--- src/rtl/timelock_host_pkg.sv ---
// Shared definitions for the timelock host sequencer and the controller it talks to.
// Latency: n/a (constants and types only).
// Backpressure: n/a.
package timelock_host_pkg;

    // Nibble command protocol opcodes, carried in the low nibble of every byte
    localparam logic [3:0] OP_LOAD       = 4'h1;
    localparam logic [3:0] OP_ACKLOAD    = 4'h2;
    localparam logic [3:0] OP_COMPUTE    = 4'h3;
    localparam logic [3:0] OP_ACKCOMPUTE = 4'h4;

    // Nibbles per operand (operand width is four times this)
    localparam int NIBBLES_DEFAULT = 92;

    // Width of the optional response-wait counter
    localparam int TMO_W = 25;

    typedef enum logic [2:0] {
        ST_IDLE     = 3'd0,
        ST_SEND_X   = 3'd1,
        ST_WAIT_X   = 3'd2,
        ST_SEND_CMP = 3'd3,
        ST_WAIT_CMP = 3'd4,
        ST_SEND_RD  = 3'd5,
        ST_WAIT_RD  = 3'd6
    } state_t;

endpackage

--- src/rtl/timelock_host_nibble_shift_reg.sv ---
// Wide shift register: parallel load, 4-bit shift-in at the MSB end, shift-out from the LSB end.
// Latency: load or shift visible one cycle after the request.
// Backpressure: none; load has priority over shift.
module nibble_shift_reg #(
    parameter int W = 368
) (
    input  logic         clk,
    input  logic         rst,
    input  logic         load,
    input  logic [W-1:0] load_dat,
    input  logic         shift,
    input  logic [3:0]   shift_in,
    output logic [W-1:0] q
);

    // Parallel load wins; otherwise shift right by one nibble, new nibble entering at the top
    always_ff @(posedge clk or posedge rst) begin
        if (rst) begin
            q <= '0;
        end else if (load) begin
            q <= load_dat;
        end else if (shift) begin
            q <= {shift_in, q[W-1:4]};
        end
    end

endmodule

--- src/rtl/timelock_host.sv ---
// Host-side sequencer: loads operand x nibble-by-nibble, issues COMPUTE, reads back y (optional timeout: TIMELOCK_HOST_TIMEOUT_EN).
// Latency: first byte offered the cycle after start; each next byte no earlier than the cycle after its ack.
// Backpressure: holds in SEND states while tx_ready is low; waits in WAIT states for the ack (or timeout).
module timelock_host
    import timelock_host_pkg::*;
#(
    parameter int NIBBLES        = NIBBLES_DEFAULT,
    parameter int TIMEOUT_CYCLES = 2**24
) (
    input  logic                 clk,
    input  logic                 rst,
    input  logic                 start,
    input  logic [4*NIBBLES-1:0] x_in,
    output logic                 busy,
    output logic                 done,
    output logic                 error,
    output logic [4*NIBBLES-1:0] y_out,
    input  logic                 tx_ready,
    output logic                 tx_new_byte,
    output logic [7:0]           tx_byte,
    input  logic                 rx_new_byte,
    input  logic [7:0]           rx_byte
);

    localparam int W = 4 * NIBBLES;

    state_t       state;
    logic [6:0]   cnt;
    logic [W-1:0] x_q;
    logic [W-1:0] y_q;

    logic last_nib;
    logic ack_load;
    logic ack_cmp;
    logic start_acc;
    logic x_shift;
    logic y_shift;
    logic tmo_hit;
    logic unused_x;

    assign last_nib  = (cnt == 7'(NIBBLES - 1));
    assign ack_load  = (rx_byte[3:0] == OP_ACKLOAD);
    assign ack_cmp   = (rx_byte[3:0] == OP_ACKCOMPUTE);
    assign start_acc = (state == ST_IDLE) && start;
    assign x_shift   = (state == ST_WAIT_X)  && rx_new_byte && ack_load;
    assign y_shift   = (state == ST_WAIT_RD) && rx_new_byte && ack_load;

    // Only the bottom nibble of the operand register is ever transmitted
    assign unused_x = ^x_q[W-1:4];

    nibble_shift_reg #(.W(W)) u_x_sr (
        .clk      (clk),
        .rst      (rst),
        .load     (start_acc),
        .load_dat (x_in),
        .shift    (x_shift),
        .shift_in (4'h0),
        .q        (x_q)
    );

    nibble_shift_reg #(.W(W)) u_y_sr (
        .clk      (clk),
        .rst      (rst),
        .load     (start_acc),
        .load_dat ('0),
        .shift    (y_shift),
        .shift_in (rx_byte[7:4]),
        .q        (y_q)
    );

`ifdef TIMELOCK_HOST_TIMEOUT_EN
    logic             in_wait;
    logic [TMO_W-1:0] tmo_cnt;

    assign in_wait = (state == ST_WAIT_X) || (state == ST_WAIT_CMP) || (state == ST_WAIT_RD);
    assign tmo_hit = in_wait && !rx_new_byte && (tmo_cnt == TMO_W'(TIMEOUT_CYCLES - 1));

    // Count cycles spent waiting for a response; restarts whenever the state changes
    always_ff @(posedge clk or posedge rst) begin
        if (rst) begin
            tmo_cnt <= '0;
        end else if (!in_wait || rx_new_byte || tmo_hit) begin
            tmo_cnt <= '0;
        end else begin
            tmo_cnt <= tmo_cnt + TMO_W'(1);
        end
    end
`else
    logic unused_tmo;
    assign unused_tmo = ^TIMEOUT_CYCLES;
    assign tmo_hit    = 1'b0;
`endif

    // Offer exactly one byte per SEND visit, in the cycle the transmitter is ready
    always_comb begin
        tx_new_byte = 1'b0;
        tx_byte     = 8'h00;
        if (tx_ready) begin
            case (state)
                ST_SEND_X:   begin tx_new_byte = 1'b1; tx_byte = {x_q[3:0], OP_LOAD};    end
                ST_SEND_CMP: begin tx_new_byte = 1'b1; tx_byte = {4'h0,     OP_COMPUTE}; end
                ST_SEND_RD:  begin tx_new_byte = 1'b1; tx_byte = {4'h0,     OP_LOAD};    end
                default:     begin tx_new_byte = 1'b0; tx_byte = 8'h00;                   end
            endcase
        end
    end

    // Protocol sequencer with registered status outputs; any bad ack or timeout aborts to IDLE
    always_ff @(posedge clk or posedge rst) begin
        if (rst) begin
            state <= ST_IDLE;
            cnt   <= '0;
            busy  <= 1'b0;
            done  <= 1'b0;
            error <= 1'b0;
            y_out <= '0;
        end else begin
            done <= 1'b0;
            if (tmo_hit) begin
                error <= 1'b1;
                busy  <= 1'b0;
                state <= ST_IDLE;
            end else begin
                case (state)
                    ST_IDLE: begin
                        if (start) begin
                            cnt   <= '0;
                            error <= 1'b0;
                            busy  <= 1'b1;
                            state <= ST_SEND_X;
                        end
                    end
                    ST_SEND_X:   if (tx_ready) state <= ST_WAIT_X;
                    ST_SEND_CMP: if (tx_ready) state <= ST_WAIT_CMP;
                    ST_SEND_RD:  if (tx_ready) state <= ST_WAIT_RD;
                    ST_WAIT_X: begin
                        if (rx_new_byte) begin
                            if (!ack_load) begin
                                error <= 1'b1;
                                busy  <= 1'b0;
                                state <= ST_IDLE;
                            end else if (last_nib) begin
                                state <= ST_SEND_CMP;
                            end else begin
                                cnt   <= cnt + 7'd1;
                                state <= ST_SEND_X;
                            end
                        end
                    end
                    ST_WAIT_CMP: begin
                        if (rx_new_byte) begin
                            if (!ack_cmp) begin
                                error <= 1'b1;
                                busy  <= 1'b0;
                                state <= ST_IDLE;
                            end else begin
                                cnt   <= '0;
                                state <= ST_SEND_RD;
                            end
                        end
                    end
                    ST_WAIT_RD: begin
                        if (rx_new_byte) begin
                            if (!ack_load) begin
                                error <= 1'b1;
                                busy  <= 1'b0;
                                state <= ST_IDLE;
                            end else if (last_nib) begin
                                y_out <= {rx_byte[7:4], y_q[W-1:4]};
                                done  <= 1'b1;
                                busy  <= 1'b0;
                                state <= ST_IDLE;
                            end else begin
                                cnt   <= cnt + 7'd1;
                                state <= ST_SEND_RD;
                            end
                        end
                    end
                    default: begin
                        busy  <= 1'b0;
                        state <= ST_IDLE;
                    end
                endcase
            end
        end
    end

endmodule

--- config.mk ---
export PLATFORM = sky130hd
export DESIGN_NAME = timelock_host
export DESIGN_NICKNAME = d
export VERILOG_FILES = /design/src/rtl/timelock_host_pkg.sv /design/src/rtl/timelock_host_nibble_shift_reg.sv /design/src/rtl/timelock_host.sv
export SDC_FILE = /design/constraint.sdc
export NUM_CORES = 2
export LEC_CHECK = 0
export ABC_AREA = 1
export CORE_MARGIN = 4
export CORE_UTILIZATION = 40
export DETAILED_ROUTE_END_ITERATION = 10
export DONT_BUFFER_PORTS = 1
export MAX_ROUTING_LAYER = met4
export PLACE_DENSITY_LB_ADDON = 0.2
export SLEW_MARGIN = 20
export SYNTH_ARGS = -nofsm -noshare
export SYNTH_HDL_FRONTEND = slang
export SYNTH_SLANG_ARGS = --single-unit
--- constraint.sdc ---
create_clock -name clk -period 34.3 [get_ports clk]
set_clock_uncertainty 0.15 [all_clocks]
set_input_delay 0 -clock clk [delete_from_list [all_inputs] [get_ports clk]]
set_output_delay 0 -clock clk [all_outputs]
set_load 0.01 [all_outputs]
; Word-level counts from Yosys, hierarchy flattened
; Index checks and enable logic that the tools add are counted.
[totals]
register_bits = 1117
input_bits = 381
elab_cells = 97
[classes]
addsub = 1
eq_ne = 24
muxes = 47
bitwise_logic = 1
reduce_logical = 16
[op_table]
columns = op, n
row1 = two-way mux 368 bit, 4
row2 = two-way mux 7 bit, 6
row3 = two-way mux 3 bit, 10
row4 = "!= test 2 bit, second input constant", 12
row5 = case mux 8 bit (3 select lines), 1
row6 = case mux 3 bit (7 select lines), 1
row7 = case mux 7 bit (3 select lines), 1
row8 = two-way mux 1 bit, 19
row9 = AND reduction 7 bit, 2
row10 = "== test 3 bit, second input constant", 3
row11 = two-way mux 8 bit, 1
row12 = AND reduction 8 bit, 1
row13 = "adder 7 x 1 -> 7 bit, second input constant", 1
row14 = "== test 7 bit, second input constant", 1
row15 = "== test 3 x 2 -> 1 bit, second input constant", 2
row16 = AND reduction 6 bit, 1
row17 = logical AND 1 bit, 5
row18 = case mux 1 bit (5 select lines), 1
row19 = "== test 4 x 2 -> 1 bit, second input constant", 1
row20 = "== test 4 x 3 -> 1 bit, second input constant", 1
row21 = two-way mux 2 bit, 2
row22 = "!= test 2 x 1 -> 1 bit, second input constant", 2
row23 = AND reduction 4 bit, 1
row24 = nonzero test 2 bit, 2
row25 = other kinds (8), 8

; Longest topological paths before layout
[depth]
word_depth = 5
mapped_depth = 11
mapped_depth_nobuf = 9

; Cells and area by module
; A second synthesis with hierarchy kept.
[hier_totals]
hier_cells = 5706
area_unflattened_um2 = 47953.5
[by_module_without_submodules]
columns = module, n_inst, cells_per_inst, area_per_inst_um2, seq_area_each_um2
row1 = nibble_shift_reg, 2, 2005, 16577.1, 9208.8
row2 = timelock_host, 1, 1696, 14799.2, 9534.1

; Worst setup path before layout
; Ideal clock, no wire load.
[synth_timing]
path_type = reg-to-reg
startpoint = register cnt[0]
endpoint = register y_out[154]
setup_time_ns = 0.130
arrival_ns = 1.624
path_slack_ns = 32.395
stages_incl_launch_ff = 10
synth_period_minus_slack_ns = 1.905
path_cell_list = dfrtp_1 > ha_1 > nand2_1 > inv_1 > nand3_1 > inv_1 > nand4_2 > clkbuf_1 > clkbuf_1 > o21ai_1
[synth_between]
elab_chain_cells = 2
[synth_rtl]
columns = item, line
row1 = start: declaration, timelock_host.sv:28  ; logic [6:0] cnt;
row2 = start signal: assignment, timelock_host.sv:145  ; cnt <= cnt + 7'd1;
row3 = start signal: assignment, timelock_host.sv:174  ; cnt <= cnt + 7'd1;
row4 = == test 7 bit, timelock_host.sv:41  ; assign last_nib = (cnt == 7'(NIBBLES - 1));
row5 = AND reduction 4 bit (no source line), --
row6 = end signal: assignment, timelock_host.sv:169  ; y_out <= {rx_byte[7:4], y_q[W-1:4]};
row7 = end: declaration, timelock_host.sv:17  ; output logic [4*NIBBLES-1:0] y_out,
; No other way between the ends.
; A chain may end at the register's enable or synchronous reset.

; Worst setup path in the final report
[layout_timing]
startpoint = input rx_byte[1]
endpoint = register u_x_sr.q[237]
[layout_between]
elab_chain_cells = 3
[layout_rtl]
columns = item, line
row1 = start: declaration, timelock_host.sv:22  ; input logic [7:0] rx_byte
row2 = == test 4 x 2 -> 1 bit, timelock_host.sv:42  ; assign ack_load = (rx_byte[3:0] == OP_ACKLOAD);
row3 = logical AND 1 bit, timelock_host.sv:45  ; assign x_shift = (state == ST_WAIT_X) && rx_new_byte && ack_load;
row4 = nonzero test 2 bit (no source line), --
row5 = end signal: assignment, timelock_host_nibble_shift_reg.sv:21  ; q <= load_dat;
row6 = end signal: assignment, timelock_host_nibble_shift_reg.sv:23  ; q <= {shift_in, q[W-1:4]};
row7 = end: declaration, timelock_host_nibble_shift_reg.sv:13  ; output logic [W-1:0] q
; No other way between the ends.

==> impl_results.md <==
- Cts bufs inserted: 117
- IO buf count: 0
- Total GRT Usage: 22.64%
- Leak: 24.24 nW
- Period utilization: 16.99%
- RSZ-0062 raised after global routing: no
- GR Util met2: 34.97%
- Worst Hold Class: in2reg
- Met1 Use GR: 28.64%
- Worst-Margin Slew: 1.256 ns
- I/O pin total: 761
- Vert. Die Dim: 342.1 µm
- Busiest layer in global routing: met2
- CTS Sinks: 1113
- Initial antenna violation count: 49
- CP peak stage delay: 0.86 ns
- Clock transition at path regs: 0.06 ns
- Worst-path cell chain: dlygate4sd3_1 > nand2_1 > dlygate4sd3_1 > nor2_2 > dlygate4sd3_1 > nand3_1 > o21ai_4 > buf_4 > buf_6 > buf_4 > o21ai_0
- Crit. End Element: register
- Synth cell types: 25
- Fin util: 51.54%
- Worst hold slack: 0.03362 ns
- Htree depth: 3
- CP required: 34.67 ns
- Status: finished, final reports clean
- Clk Latency, worst-skew pair: 0.69 ns
- Crit path arrival time: 6.19 ns
- Via count of the first global-routing pass: 35640
- Crit path kind: in2reg
- Peak supply drop: 47.09 µV
- Largest net degree at the start of global routing: 280
- Critical-path top delay cell: buf_4
- CTS Root Cell: clkbuf_16
- Cts repair resizes: 0
- Vias: 35560
- Max_cap viols: 0
- Initial DRC Count: 2817
- Pre-Repair DR Iteration Count: 6
- Post-CTS Setup Bufs: 0
- Setup violators final: 0
- P&R area growth vs syn: 27.77%
- Worst path most repeated cell: dlygate4sd3_1
- Post-synthesis cell count: 4881
- DIE AREA: 0.1170 mm²
- Placement Rows: 122
- CP max FO: 134
- Final number of max-transition violations: 0
- Nets: 5851
- Register area share after synthesis: 62.40%
- Synth warn: 0
- Met3 usage: 5.838%
- Post-detail-place hpwl: 79650 µm
- Critical Path Start Type: input pin
- Vias/cell: 5.007
- Cell family with the largest share of critical-path delay: buffers and inverters
- Fmax achieved: 171.6 MHz
- Min Tclk post-route: 5.827 ns
- Final ANT Viol Nets: 0
- Setup_tns: 0 ns
- Post-CTS Hold Buffers: 759
- Power density over the cells: 63.74 mW/mm²
- Rel. slew slack: 16.28%
- WL/cell: 18.49 µm
- Hold Fails Final Rpt: 0
- DRC violations left: 0
- First-pass GRT wire length: 205200 µm
- CTS Buffer Depth: 3
- Core area: 0.1107 mm²
- Total congestion overflow: 0
- Die boundary width: 342.1 µm
- Starting density of the core: 40.33%
- TritonCTS clock tree: yes
- Cell area after synthesis: 0.04464 mm²
- Routability Congestion: 0.8281
- Final wirelength: 131300 µm
- Synthesized area per cell: 9.145 µm²
- CP bufs+invs: 6
- FF+latch count, synth: 1113
- Share of layout cells above drive strength 1: 3.921%
==> worst paths after layout <==
check / startpoint / endpoint / slack (ns) / cells after the start
setup / recovery: rx_byte[1] / u_x_sr.q[237]$_DFFE_PP0P_ / 28.47 / 11
hold / removal: x_in[124] / u_x_sr.q[124]$_DFFE_PP0P_ / 0.03 / 5
setup reg to reg: state[1]$_DFFE_PP0P_ / u_x_sr.q[356]$_DFFE_PP0P_ / 28.74 / 13
hold reg to reg: u_x_sr.q[361]$_DFFE_PP0P_ / u_x_sr.q[361]$_DFFE_PP0P_ / 0.36 / 2
max in group asynchronous: rst / y_out[365]$_DFFE_PP0P_ / 29.63 / 8
min in group asynchronous: rst / u_x_sr.q[25]$_DFFE_PP0P_ / 0.39 / 4
==> power breakdown <==
| part | switching, W | internal [W] | leakage, nW |
|---|---|---|---|
| clock | 0.000529 | 0.000746 | 1.89 |
| combinational | 0.000523 | 0.000318 | 7.14 |
| sequential | 0.0000489 | 0.00147 | 15.2 |
| total | 0.00110 | 0.00253 | 24.2 |
==> cells in the final DEF, fill, tap and decap left out, types with 5 or more instances in the layout <==
cell type / instances
o22ai_1: 364
nand2_1: 1163
buf_4: 23
dfrtp_1: 1113
clkinv_2: 10
inv_6: 5
o21ai_1: 176
a21oi_1: 7
inv_1: 752
bufinv_16: 7
o21ai_0: 922
dlygate4sd3_1: 758
diode_2: 53
clkbuf_8: 26
nand3_1: 15
clkbuf_16: 119
buf_12: 9
clkbuf_1: 41
nor2_1: 20
==> cells in the mapped netlist <==
master,count,area share (%)
clkbuf_1,108,0.91
inv_1,753,6.3
o21ai_4,1,0.036
nand2_2,1,0.014
nand3b_1,3,0.050
inv_2,3,0.025
o21ai_0,922,10
buf_1,19,0.16
dfrtp_1,1113,62
nand3_1,16,0.18
nand2_1,1164,9.8
conb_1,1,0.0084
a21oi_1,7,0.078
buf_2,194,2.2
or2_2,1,0.014
nor3_1,2,0.022
nor2_4,1,0.025
o21ai_1,176,2.0
o22ai_1,364,5.1
nand4_1,3,0.042
nor2_1,20,0.17
nor2_2,4,0.056
ha_1,1,0.028
buf_4,3,0.050
nand4_2,1,0.028
==> metrics by stage <==
stage	instance area, µm²	power (W)	worst slack, ns	instances
after floorplan	44640	0.002057	2.810	4882
after global placement	45410	0.002168	29.01	6078
after detailed placement	45410	0.002181	28.96	6078
after CTS	56880	0.003633	28.50	7047
after global routing	57020	0.003845	28.13	7096
final	57030	0.003635	28.47	7101
==> kinds of logic (layout without fill, tap and decap cells) <==
family | after synthesis | after routing | share of synthesized area [%]
adders and majority gates | 1 | 1 | 0.02803
DFF | 1113 | 1113 | 62.40
AOI/OAI and AO/OA | 1470 | 1470 | 17.53
other | 1 | 55 | 0.008401
and+or+nand+nor | 1216 | 1216 | 10.39
buffers and inverters | 1080 | 1758 | 9.651
==> per-layer routing <==
layer	vias to the layer above	routed length (µm)
met1	17200	54910
met2	1161	60950
li1	16910	-
met3	284	10070
met4	0	5338
met5	-	0
==> worst reg2reg max path, delay by kind of cell, from the launching register on <==
kind / cells / cell delay [ns]
buffers and inverters: 6 / 3.66
AND/OR/NAND/NOR: 6 / 1.13
flip-flops: 1 / 0.48
AO/OA/AOI/OAI: 1 / 0.09
==> state kept, by name, summed over array words and instances (netlist names) <==
| signal | count |
|---|---|
| u_x_sr.q | 368 |
| y_out | 368 |
| u_y_sr.q | 364 |
| cnt | 7 |
| state | 3 |
| busy | 1 |
| done | 1 |
| error | 1 |
==> area by class of cell <==
| type | count | area [µm²] |
|---|---|---|
| multi-input cells | 2689 | 12510 |
| flip-flops and latches | 1113 | 27850 |
| well taps | 1488 | 1862 |
| clock buffers | 186 | 3490 |
| clock inverters | 24 | 364.1 |
| repair buffers | 792 | 7979 |
| diodes | 53 | 132.6 |
| inverters | 756 | 2845 |
| fillers | 9906 | 53640 |
Power figures use the tool's default switching activity.
